**src/rtl/controlador_es_if.sv**
```systemverilog
// Handshake and board I/O bundle between the control unit and controlador_es.
// slave = controller side, master = control unit / board side.
interface controlador_es_if #(
  parameter int LARGURA_DADO   = 32,
  parameter int LARGURA_CHAVES = 16
);
  logic                      in_req;
  logic                      out_req;
  logic                      botao;
  logic [LARGURA_CHAVES-1:0] chaves;
  logic [LARGURA_DADO-1:0]   dado_saida;
  logic                      sinal;
  logic [LARGURA_DADO-1:0]   dado_entrada;
  logic [LARGURA_DADO-1:0]   display_reg;
  logic                      aguardando;

  modport slave (
    input  in_req, out_req, botao, chaves, dado_saida,
    output sinal, dado_entrada, display_reg, aguardando
  );

  modport master (
    output in_req, out_req, botao, chaves, dado_saida,
    input  sinal, dado_entrada, display_reg, aguardando
  );
endinterface

```
**src/rtl/controlador_es.sv**
```systemverilog
// I/O handshake controller: debounced button confirms in/out transfers.
// CONTROLADOR_ES_DEBOUNCE_BYPASS_EN: use synchronized button directly.
module controlador_es #(
  parameter int LARGURA_DADO    = 32,
  parameter int LARGURA_CHAVES  = 16,
  parameter int DEBOUNCE_CICLOS = 500000
) (
  input  logic             clock,
  input  logic             reset,
  controlador_es_if.slave  bus
);

  typedef enum logic [1:0] {
    OCIOSO,
    ESPERA_PRESS,
    ESPERA_SOLTA,
    CONCLUI
  } estado_e;

  typedef enum logic {
    OP_IN,
    OP_OUT
  } op_e;

  logic sync1_q, sync2_q;
  logic deb_q, deb_d;
  logic deb_prev_q;
  logic press, solta;

  estado_e estado_q, estado_d;
  op_e     op_q, op_d;
  logic    req_ativo;

  logic                    sinal_q, sinal_d;
  logic                    aguard_q, aguard_d;
  logic [LARGURA_DADO-1:0] din_q, din_d;
  logic [LARGURA_DADO-1:0] disp_q, disp_d;

  always_ff @(posedge clock or posedge reset) begin
    if (reset) begin
      sync1_q    <= 1'b0;
      sync2_q    <= 1'b0;
      deb_q      <= 1'b0;
      deb_prev_q <= 1'b0;
    end else begin
      sync1_q    <= bus.botao;
      sync2_q    <= sync1_q;
      deb_q      <= deb_d;
      deb_prev_q <= deb_q;
    end
  end

`ifdef CONTROLADOR_ES_DEBOUNCE_BYPASS_EN
  always_comb deb_d = sync2_q;
`else
  localparam int CNT_W = $clog2(DEBOUNCE_CICLOS + 1);
  localparam logic [CNT_W-1:0] CNT_MAX =
    CNT_W'(DEBOUNCE_CICLOS - 1);

  logic [CNT_W-1:0] cnt_q, cnt_d;

  // Level flips on the Nth consecutive mismatch; never exceeds CNT_MAX
  always_comb begin
    deb_d = deb_q;
    cnt_d = '0;
    if (sync2_q != deb_q) begin
      if (cnt_q >= CNT_MAX) begin
        deb_d = sync2_q;
      end else begin
        cnt_d = cnt_q + 1'b1;
      end
    end
  end

  always_ff @(posedge clock or posedge reset) begin
    if (reset) cnt_q <= '0;
    else       cnt_q <= cnt_d;
  end
`endif

  assign press = deb_q & ~deb_prev_q;
  assign solta = ~deb_q & deb_prev_q;

  assign req_ativo = (op_q == OP_IN) ? bus.in_req
                                     : bus.out_req;

  always_comb begin
    estado_d = estado_q;
    op_d     = op_q;
    din_d    = din_q;
    disp_d   = disp_q;
    unique case (estado_q)
      OCIOSO: begin
        if (bus.in_req) begin
          op_d     = OP_IN;
          estado_d = ESPERA_PRESS;
        end else if (bus.out_req) begin
          op_d     = OP_OUT;
          estado_d = ESPERA_PRESS;
        end
      end
      ESPERA_PRESS: begin
        if (!req_ativo) begin
          estado_d = OCIOSO;
        end else if (press) begin
          if (op_q == OP_IN)
            din_d = LARGURA_DADO'(bus.chaves);
          else
            disp_d = bus.dado_saida;
          estado_d = ESPERA_SOLTA;
        end
      end
      ESPERA_SOLTA: begin
        if (solta)           estado_d = CONCLUI;
        else if (!req_ativo) estado_d = OCIOSO;
      end
      CONCLUI: estado_d = OCIOSO;
      default: estado_d = OCIOSO;
    endcase
    sinal_d  = (estado_d == CONCLUI);
    aguard_d = (estado_d == ESPERA_PRESS) ||
               (estado_d == ESPERA_SOLTA);
  end

  always_ff @(posedge clock or posedge reset) begin
    if (reset) begin
      estado_q <= OCIOSO;
      op_q     <= OP_IN;
      sinal_q  <= 1'b0;
      aguard_q <= 1'b0;
      din_q    <= '0;
      disp_q   <= '0;
    end else begin
      estado_q <= estado_d;
      op_q     <= op_d;
      sinal_q  <= sinal_d;
      aguard_q <= aguard_d;
      din_q    <= din_d;
      disp_q   <= disp_d;
    end
  end

  assign bus.sinal        = sinal_q;
  assign bus.aguardando   = aguard_q;
  assign bus.dado_entrada = din_q;
  assign bus.display_reg  = disp_q;

endmodule

```
**src/flat_wrapper.sv**
```systemverilog
// flat-port wrapper written by rule: the top's interface ports become plain ports
module controlador_es_flat 
#(
  parameter int LARGURA_DADO    = 32,
  parameter int LARGURA_CHAVES  = 16,
  parameter int DEBOUNCE_CICLOS = 500000
)
  (clock, reset, bus_in_req, bus_out_req, bus_botao, bus_chaves, bus_dado_saida, bus_sinal, bus_dado_entrada, bus_display_reg, bus_aguardando);
  controlador_es_if #(.LARGURA_DADO(LARGURA_DADO), .LARGURA_CHAVES(LARGURA_CHAVES)) bus_i ();
  input  logic clock;
  input  logic reset;
  input wire logic [$bits(bus_i.in_req)-1:0] bus_in_req;
  input wire logic [$bits(bus_i.out_req)-1:0] bus_out_req;
  input wire logic [$bits(bus_i.botao)-1:0] bus_botao;
  input wire logic [$bits(bus_i.chaves)-1:0] bus_chaves;
  input wire logic [$bits(bus_i.dado_saida)-1:0] bus_dado_saida;
  output wire logic [$bits(bus_i.sinal)-1:0] bus_sinal;
  output wire logic [$bits(bus_i.dado_entrada)-1:0] bus_dado_entrada;
  output wire logic [$bits(bus_i.display_reg)-1:0] bus_display_reg;
  output wire logic [$bits(bus_i.aguardando)-1:0] bus_aguardando;
  assign bus_i.in_req = bus_in_req;
  assign bus_i.out_req = bus_out_req;
  assign bus_i.botao = bus_botao;
  assign bus_i.chaves = bus_chaves;
  assign bus_i.dado_saida = bus_dado_saida;
  assign bus_sinal = bus_i.sinal;
  assign bus_dado_entrada = bus_i.dado_entrada;
  assign bus_display_reg = bus_i.display_reg;
  assign bus_aguardando = bus_i.aguardando;
  controlador_es #(.LARGURA_DADO(LARGURA_DADO), .LARGURA_CHAVES(LARGURA_CHAVES), .DEBOUNCE_CICLOS(DEBOUNCE_CICLOS)) u_core (.clock(clock), .reset(reset), .bus(bus_i));
endmodule
```
**config.mk**
```make
export PLATFORM = sky130hd
export DESIGN_NAME = controlador_es_flat
export DESIGN_NICKNAME = d
export VERILOG_FILES = /design/src/rtl/controlador_es_if.sv /design/src/rtl/controlador_es.sv /design/src/flat_wrapper.sv
export SDC_FILE = /design/constraint.sdc
export NUM_CORES = 1
export LEC_CHECK = 0
export BUFFER_PORTS_ARGS = -buffer_cell sky130_fd_sc_hd__buf_2
export CORE_ASPECT_RATIO = 0.5
export CORE_MARGIN = 1.5
export CORE_UTILIZATION = 45
export CTS_CLUSTER_DIAMETER = 200
export DETAILED_ROUTE_END_ITERATION = 8
export PLACE_DENSITY_LB_ADDON = 0.05
export SKIP_LAST_GASP = 1
export SLEW_MARGIN = 10
export SYNTH_ARGS = -nofsm -noshare
export SYNTH_HDL_FRONTEND = slang
export SYNTH_SLANG_ARGS = --single-unit
```
**constraint.sdc**
```tcl
create_clock -name clock -period 2.07 [get_ports clock]
set_input_delay 0.1035 -clock clock [delete_from_list [all_inputs] [get_ports clock]]
set_output_delay 0.1035 -clock clock [all_outputs]
set_load 0.005 [all_outputs]
```
======== Yosys cells after proc, flatten, opt, wreduce, memory -nomap -nowiden ========
Index checks and enable logic that the tools add are counted.
cells by class
  reductions and logical operators ........ 7
  magnitude comparators ................... 1
  add/sub/neg operators ................... 1
  mux-type cells .......................... 12
  shifts and indexed selects .............. 0
  bitwise operators ....................... 5
  multipliers ............................. 0
  equal/unequal tests ..................... 7
  div/mod/pow operators ................... 0
operators with widths
  cell                     count
  $mux W19                 2
  $add A19 B1 Y19 const B  1
  $ge A19 B19 Y1 const B   1
  $mux W2                  6
  $eq A2 B2 Y1 const B     4
  $pmux W2 S4              1
  $reduce_and A4 Y1        2
  $eq A2 B1 Y1 const B     2
  $reduce_and A2 Y1        2
  $mux W1                  3
  $not A1 Y1               3
  $and A1 B1 Y1            2
  $logic_not A2 Y1         1
  $reduce_bool A2 Y1       1
  $logic_or A1 B1 Y1       1
  $ne A1 B1 Y1             1
word-level totals
  bits of input ports ..................... 53
  word-level logic and storage cells ...... 44
  memory bits (read-only) ................. 0
  memories ................................ 0
  bits in registers ....................... 76
  output and inout port bits .............. 66
  bits in latches ......................... 0
  bits in writable memories ............... 0

======== Longest topological paths before layout ========
Gate-level depths: netlist of run 1.
  word-level depth ........................ 7
  gate-level depth with buffers ........... 6
  gate-level depth less buffers ........... 5

======== Worst setup path before layout of run 1 ========
No wires, ideal clock.
  kind .................................... reg-to-reg
  from .................................... register u_core.cnt_q[6]
  to ...................................... register u_core.deb_q
  required time ........................... 1.943 ns
  path buffers ............................ 2
  library setup time ...................... 0.127 ns
  clock period less this slack ............ 2.049 ns
  arrival ................................. 1.922 ns
  setup slack ............................. 0.021 ns
  stages on the path, launching flop included .. 7
  path through ............................ dfrtp_1 -> buf_6 -> or4b_1 -> or4_4 -> a31oi_4 -> buf_6 -> o211ai_2
on the way
  longest elaborated chain between the ends .. 2
ends and longest elaborated chain
  what                                RTL line              RTL
  start, declared                     controlador_es.sv:60  logic [CNT_W-1:0] cnt_q, cnt_d;
  start signal, assigned              controlador_es.sv:77  else cnt_q <= cnt_d;
  $ge A19 B19 Y1                      controlador_es.sv:67  if (cnt_q >= CNT_MAX) begin
  $reduce_and A2 Y1 (no source line)  -
  end signal, assigned                controlador_es.sv:43  deb_q <= 1'b0;
  end signal, assigned                controlador_es.sv:48  deb_q <= deb_d;
  end, declared                       controlador_es.sv:26  logic deb_q, deb_d;
No other way between the ends.
A chain may end at the register's enable or synchronous reset.

======== Final worst setup path of run 1 ========
  from .................................... register u_core.cnt_q[0]
  to ...................................... register u_core.cnt_q[18]
on the way
  longest elaborated chain between the ends .. 3
  elaborated cells on any way between the ends .. 4
  those cells by class .................... add/sub: 1; order compare: 1; mux: 2
ends and longest elaborated chain
  what                                                      RTL line                                    RTL
  $add A19 B1 Y19 / $ge A19 B19 Y1 (equally long branches)  controlador_es.sv:70, controlador_es.sv:67
  $mux W19 (*)                                              controlador_es.sv:67
  $mux W19 (*)                                              controlador_es.sv:66                        if (sync2_q != deb_q) begin
  via u_core.cnt_d[18]                                      controlador_es.sv:60
Mark *: on every way through the listed nets, which the timed path passes. The rest lies on a longest branch.

==> qor.csv, run 1 <==
metric,value,unit
worst path required time,2310,ps
Die Wd,125,um
setup_tns,0,ps
antenna violations before repair,0,
Sink Count,76,
Die ar.,7980,sq um
DR pass1 iterations,4,
Site Rows,21,
final hold vios,0,
WHS,12.8,ps
P&R area growth vs syn,40.3,%
part of the Yosys area used for sequential elements,0.570,
Top Ports,119,
Worst EP arrival,2200,ps
"Reg clk slew, reported paths",50,ps
routed len/inst,14.5,um
leakage power total,2.36,nW
Worst Path Buf+Inv,0,
starting density of the core,0.481,
yosys warns,0,
Num CTS Buffers,9,
# diodes,0,
postcts setup bufs,0,
DR DRC count,0,
Register Area,1900,sq um
Syn Area/Cell,13.0,sq um
max-slew violations,0,
Setup Skew,5.16,ps
worst path cell trace,ha_2 -> nand3_2 -> or4_4 -> or3_1 -> a211oi_1,
TritonCTS clock tree,done,
Pwr Density,710,nW/um^2
GR Overflow Total,0,
share of layout cells above drive strength 1,0.468,
final net count,469,
#FFs+latches synth,76,
root buf cell,clkbuf_16,
Filler Cells Inserted,519,
DRT iter0 DRCs,104,
Max-Cap Viols,0,
capturing element type of the critical path,flop,
unrepaired setup endpoints after global routing,false,
fmax,510,MHz
relative slew slack,0.486,
GPL Wtd Cong,0.804,
htree depth,3,
final setup fails,0,
status,finished clean,
Post-synth ARST share,1.00,
Max VDD drop,475,uV
Main synth FF type,dfrtp_1,
startpoint type of the worst setup path,flop,
GRT Overall Usage,0.197,
number of flops mapped to enable cells by yosys,0,
min Tclk post-route,1960,ps
Crit path max-delay family,simple AND/OR/NAND/NOR gates,
clock buffer depth,2,
CP max stage cell,or4_4,
Detailed Route WL,7.42,mm
post-route ant nets,0,
Hold Crit Class,in2reg,
DP Wirelength,4.93,mm
highest cell delay on the worst timing path,560,ps
first-pass GRT wire length,12.2,mm
total core area,6940,sq um
# port buffers,102,
synth unique cells,40,
height of the die,63.9,um
Slew @ Worst Pin,770,ps
Multi-input gate area,1310,sq um
DR vias/cell,4.94,
largest net degree at the start of global routing,38,
crit-path max FO,5,
Tcrit/Tclk final,0.947,
routed vias,2526,
Setup CP Type,reg2reg,
max reg flops,32,
post-synthesis instance area,3340,sq um
Clock Latency Late Sink,330,ps
vias in the first global route,2541,
Cells after Synth,257,
cells in the final DEF (no fill, tap or decap), types with 6 or more instances in the layout:
master / instances
dfrtp_1: 76
nand4_1: 7
buf_2: 102
xnor2_1: 10
clkbuf_16: 9
mux2_2: 48
xor2_1: 6
conb_1: 16
nand2_1: 11
buf_4: 12
nor3_1: 21
dlygate4sd3_1: 40
path summary, 6_finish.rpt:
path / start / end / slack (ps) / depth (start not counted)
max in group asynchronous: reset / u_core.bus.display_reg[9] / 960 / 4
min: bus_dado_saida[6] / u_core.bus.display_reg[6] / 10 / 2
max: u_core.cnt_q[0] / u_core.cnt_q[18] / 110 / 5
min reg2reg: u_core.sync1_q / u_core.sync2_q / 370 / 0
min in group asynchronous: reset / u_core.cnt_q[13] / 460 / 3
max reg2reg: u_core.cnt_q[0] / u_core.cnt_q[18] / 110 / 5
stage by stage:
step	power [mW]	setup slack, ps	std cells	util	cell area (sq um)
after floorplan	1.70	21.1	272	-	3390
after global placement	1.78	1.94	453	0.571	3960
after detailed placement	1.79	-12.5	453	0.571	3960
after CTS	3.36	-5.39	505	0.665	4610
after global routing	3.48	31.6	511	0.675	4680
final	3.32	109	511	0.675	4680
layout make-up:
| type | count | share of cell area |
|---|---|---|
| Timing Repair Buffer | 158 | 0.227 |
| Clock buffer | 11 | 0.0497 |
| Clock inverter | 5 | 0.0112 |
| Inverter | 3 | 0.00241 |
| Multi-Input combinational cell | 166 | 0.279 |
| Sequential cell | 76 | 0.406 |
| Tap cell | 92 | 0.0246 |
synth_stat cells, drive strengths merged, types with 2 or more instances:
master / n / area (sq um)
a211oi: 2 / 15.0
a21oi: 2 / 10.0
a31o: 2 / 17.5
and4: 2 / 17.5
buf: 21 / 170
clkbuf: 6 / 22.5
dfrtp: 76 / 1900
ha: 2 / 25.0
inv: 3 / 11.3
mux2: 48 / 541
nand2: 11 / 41.3
nand3: 5 / 25.0
nand3b: 2 / 15.0
nand4: 8 / 56.3
nor2: 4 / 15.0
nor3: 21 / 105
nor4: 3 / 18.8
o21ai: 5 / 25.0
or3b: 2 / 17.5
or4: 2 / 22.5
xnor2: 10 / 87.6
xor2: 6 / 52.6
power by group:
part / total, mW / leakage [nW] / switching, mW / internal, mW
sequential: 1.57 / 1.03 / 0.0331 / 1.53
clock: 1.50 / 0.139 / 0.571 / 0.927
combinational: 0.258 / 1.20 / 0.112 / 0.146
total: 3.32 / 2.36 / 0.716 / 2.61
routing by layer:
layer | vias up | GRT usage | wire, um
met5 | - | 0 | 0
met4 | 0 | 0.0833 | 122
met3 | 14 | 0.0653 | 405
met2 | 79 | 0.345 | 3800
met1 | 1231 | 0.224 | 3090
li1 | 1202 | - | -
kinds of logic (layout without fill, tap and decap cells):
kind of cell / count (synthesis) / in the layout / share of synthesized area
buf+inv: 30 / 177 / 0.0611
simple gates: 66 / 66 / 0.113
mux: 49 / 49 / 0.165
flops: 76 / 76 / 0.570
compound gates: 17 / 17 / 0.0409
fa+ha+maj: 2 / 2 / 0.00750
xor+xnor: 16 / 16 / 0.0420
other cells: 1 / 16 / 0.00112
repair_timing:
action / in CTS / in global routing
gates cloned: 0 / 2
gates resized for setup: 1 / 6
endpoints found under the setup margin: 6 / 20
pin swaps: 0 / 2
hold endpoints to repair: 70 / 4
hold buffers: 36 / 4
(Power assumes the default switching activity.)
==> inputs of run 2 (changes only) <==
--- a/config.mk
+++ b/config.mk
@@ -6,12 +6,14 @@
 export NUM_CORES = 1
 export LEC_CHECK = 0
 export BUFFER_PORTS_ARGS = -buffer_cell sky130_fd_sc_hd__buf_2
+export CAP_MARGIN = 5
 export CORE_ASPECT_RATIO = 0.5
 export CORE_MARGIN = 1.5
 export CORE_UTILIZATION = 45
 export CTS_CLUSTER_DIAMETER = 200
 export DETAILED_ROUTE_END_ITERATION = 8
 export PLACE_DENSITY_LB_ADDON = 0.05
+export RECOVER_POWER = 25
 export SKIP_LAST_GASP = 1
 export SLEW_MARGIN = 10
 export SYNTH_ARGS = -nofsm -noshare
==> run 2 against run 1 <==
Effect of this change:
- clock skew about the same
- clock-buffer cell count unchanged
- utilization down 0.40 points
- combinational power about the same
- via count up 0.36%
- non-clock buffer count unchanged
- wire length up 0.39%
- critical path type unchanged
- global-route usage unchanged
==> qor.csv, run 2 (synthesis results as in run 1) <==
metric,value,unit,change
status,finished clean,,
total core area,6940,sq um,unchanged
final instance area,4650,sq um,-0.59%
worst path required time,2310,ps,about the same
P&R area growth vs syn,39.4,%,
starting density of the core,0.481,,unchanged
"commonest non-fill, non-tap cell in the layout",buf_2,,
GR Overflow Total,0,,unchanged
Final Non-Filler Cells,511,,unchanged
DRT iter0 DRCs,110,,+5.8%
antenna violations before repair,0,,unchanged
worst path cell trace,ha_2 -> nand3_2 -> or4_4 -> or3_1 -> a211oi_1,,
vias in the first global route,2541,,unchanged
Top Ports,119,,unchanged
capturing element type of the critical path,flop,,
height of the die,63.9,um,unchanged
startpoint type of the worst setup path,flop,,
Max-Cap Viols,0,,unchanged
Tot Pwr,3.32,mW,about the same
highest cell delay on the worst timing path,560,ps,about the same
Num CTS Buffers,9,,unchanged
Worst EP arrival,2200,ps,about the same
Slew @ Worst Pin,771,ps,+1.10 ps
Clock Latency Late Sink,330,ps,about the same
first-pass GRT wire length,12.2,mm,unchanged
Placed Cells,453,,unchanged
DR pass1 iterations,4,,unchanged
root buf cell,clkbuf_16,,
Crit path max-delay family,simple AND/OR/NAND/NOR gates,,
htree depth,3,,unchanged
Site Rows,21,,unchanged
largest net degree at the start of global routing,38,,unchanged
leakage power total,2.27,nW,-3.8%
Worst Path Buf+Inv,0,,unchanged
# diodes,0,,unchanged
Setup CP Type,reg2reg,,
clock buffer depth,2,,unchanged
Max VDD drop,495,uV,+4.3%
GRT Overall Usage,0.197,,unchanged
most frequent cells in the layout,"buf_2, dfrtp_1, mux2_2, dlygate4sd3_1, clkbuf_1",,
CP max stage cell,or4_4,,
Hold Crit Class,in2reg,,
unrepaired setup endpoints after global routing,false,,
DR vias/cell,4.96,,+0.36%
min Tclk post-route,1960,ps,-0.227 ps
Multi-input gate area,1310,sq um,unchanged
DR DRC count,0,,unchanged
GPL Wtd Cong,0.804,,unchanged
setup_tns,0,ps,unchanged
Tcrit/Tclk final,0.947,,about the same
routed len/inst,14.6,um,+0.39%
final hold vios,0,,unchanged
share of layout cells above drive strength 1,0.415,,-0.0525
Filler Cells Inserted,532,,+2.5%
postcts setup bufs,0,,unchanged
Post-Place Cell Area,3960,sq um,unchanged
DP Wirelength,4.93,mm,unchanged
# port buffers,102,,unchanged
fmax,510,MHz,about the same
Pwr Density,714,nW/um^2,+0.59%
Die ar.,7980,sq um,unchanged
Sink Count,76,,unchanged
max-slew violations,0,,unchanged
Die Wd,125,um,unchanged
final net count,469,,unchanged
final setup fails,0,,unchanged
TritonCTS clock tree,done,,
Detailed Route WL,7.45,mm,+0.39%
relative slew slack,0.485,,-0.000735
crit-path max FO,5,,unchanged
routed vias,2535,,+0.36%
reg2reg setup slack,110,ps,about the same
post-route ant nets,0,,unchanged
Setup Skew,5.05,ps,-0.111 ps
Register Area,1900,sq um,unchanged
"Reg clk slew, reported paths",50,ps,about the same
max reg flops,32,,unchanged
[run 2: cell types whose count changed in the layout (fill, tap and decap cells not counted), sizes merged]
cell | before | now
clkbuf | 11 | 33
buf | 118 | 96
[run 2: power breakdown]
part | internal, mW | total, mW | switching [mW]
Combinational | 0.144 | 0.256 | 0.112
Sequential | 1.53 | 1.57 | 0.0334
Clock | 0.927 | 1.50 | 0.573
Total | 2.60 | 3.32 | 0.718
[run 2: cell type report]
class                      instances  area share
sequential                        76       0.409
multi-input combinational        166       0.280
timing repair buffer             158       0.223
clock buffer                      11      0.0500
tap                               92      0.0247
clock inverter                     5      0.0113
inverter                           3     0.00242
[run 2: path summary, 6_finish.rpt]
| path | endpoint | from | cells past startpoint |
|---|---|---|---|
| setup / recovery | u_core.cnt_q[18] | u_core.cnt_q[0] | 5 |
| hold / removal | u_core.bus.display_reg[6] | bus_dado_saida[6] | 2 |
| setup reg to reg | u_core.cnt_q[18] | u_core.cnt_q[0] | 5 |
| hold reg to reg | u_core.sync2_q | u_core.sync1_q | 0 |
| max in group asynchronous | u_core.bus.display_reg[9] | reset | 4 |
| min in group asynchronous | u_core.cnt_q[13] | reset | 3 |
[run 2: per-layer routing]
layer  part of all wire  wire length, um  up-vias  track usage
met1               0.42             3120     1237        0.224
met3              0.053              391       14       0.0653
li1                   -                -     1205            -
met5                  0                0        -            0
met2               0.51             3810       79        0.345
met4              0.017              123        0       0.0833
[run 2: metrics by stage]
stage                     utilization  setup slack [ps]  hold WS (ps)
after floorplan                     -              21.1           135
final                           0.671               109          12.7
after detailed placement        0.571             -12.5           213
after CTS                       0.665             -5.39         0.507
after global routing            0.671              31.6          3.37
after global placement          0.571              1.94           213
[run 2: what timing repair did]
action,4_1_cts,5_1_grt
endpoints found under the setup margin,6,20
hold buffers,36,4
pin swaps,0,2
resized for setup,1,6
hold endpoints to repair,70,4
cloned,0,2
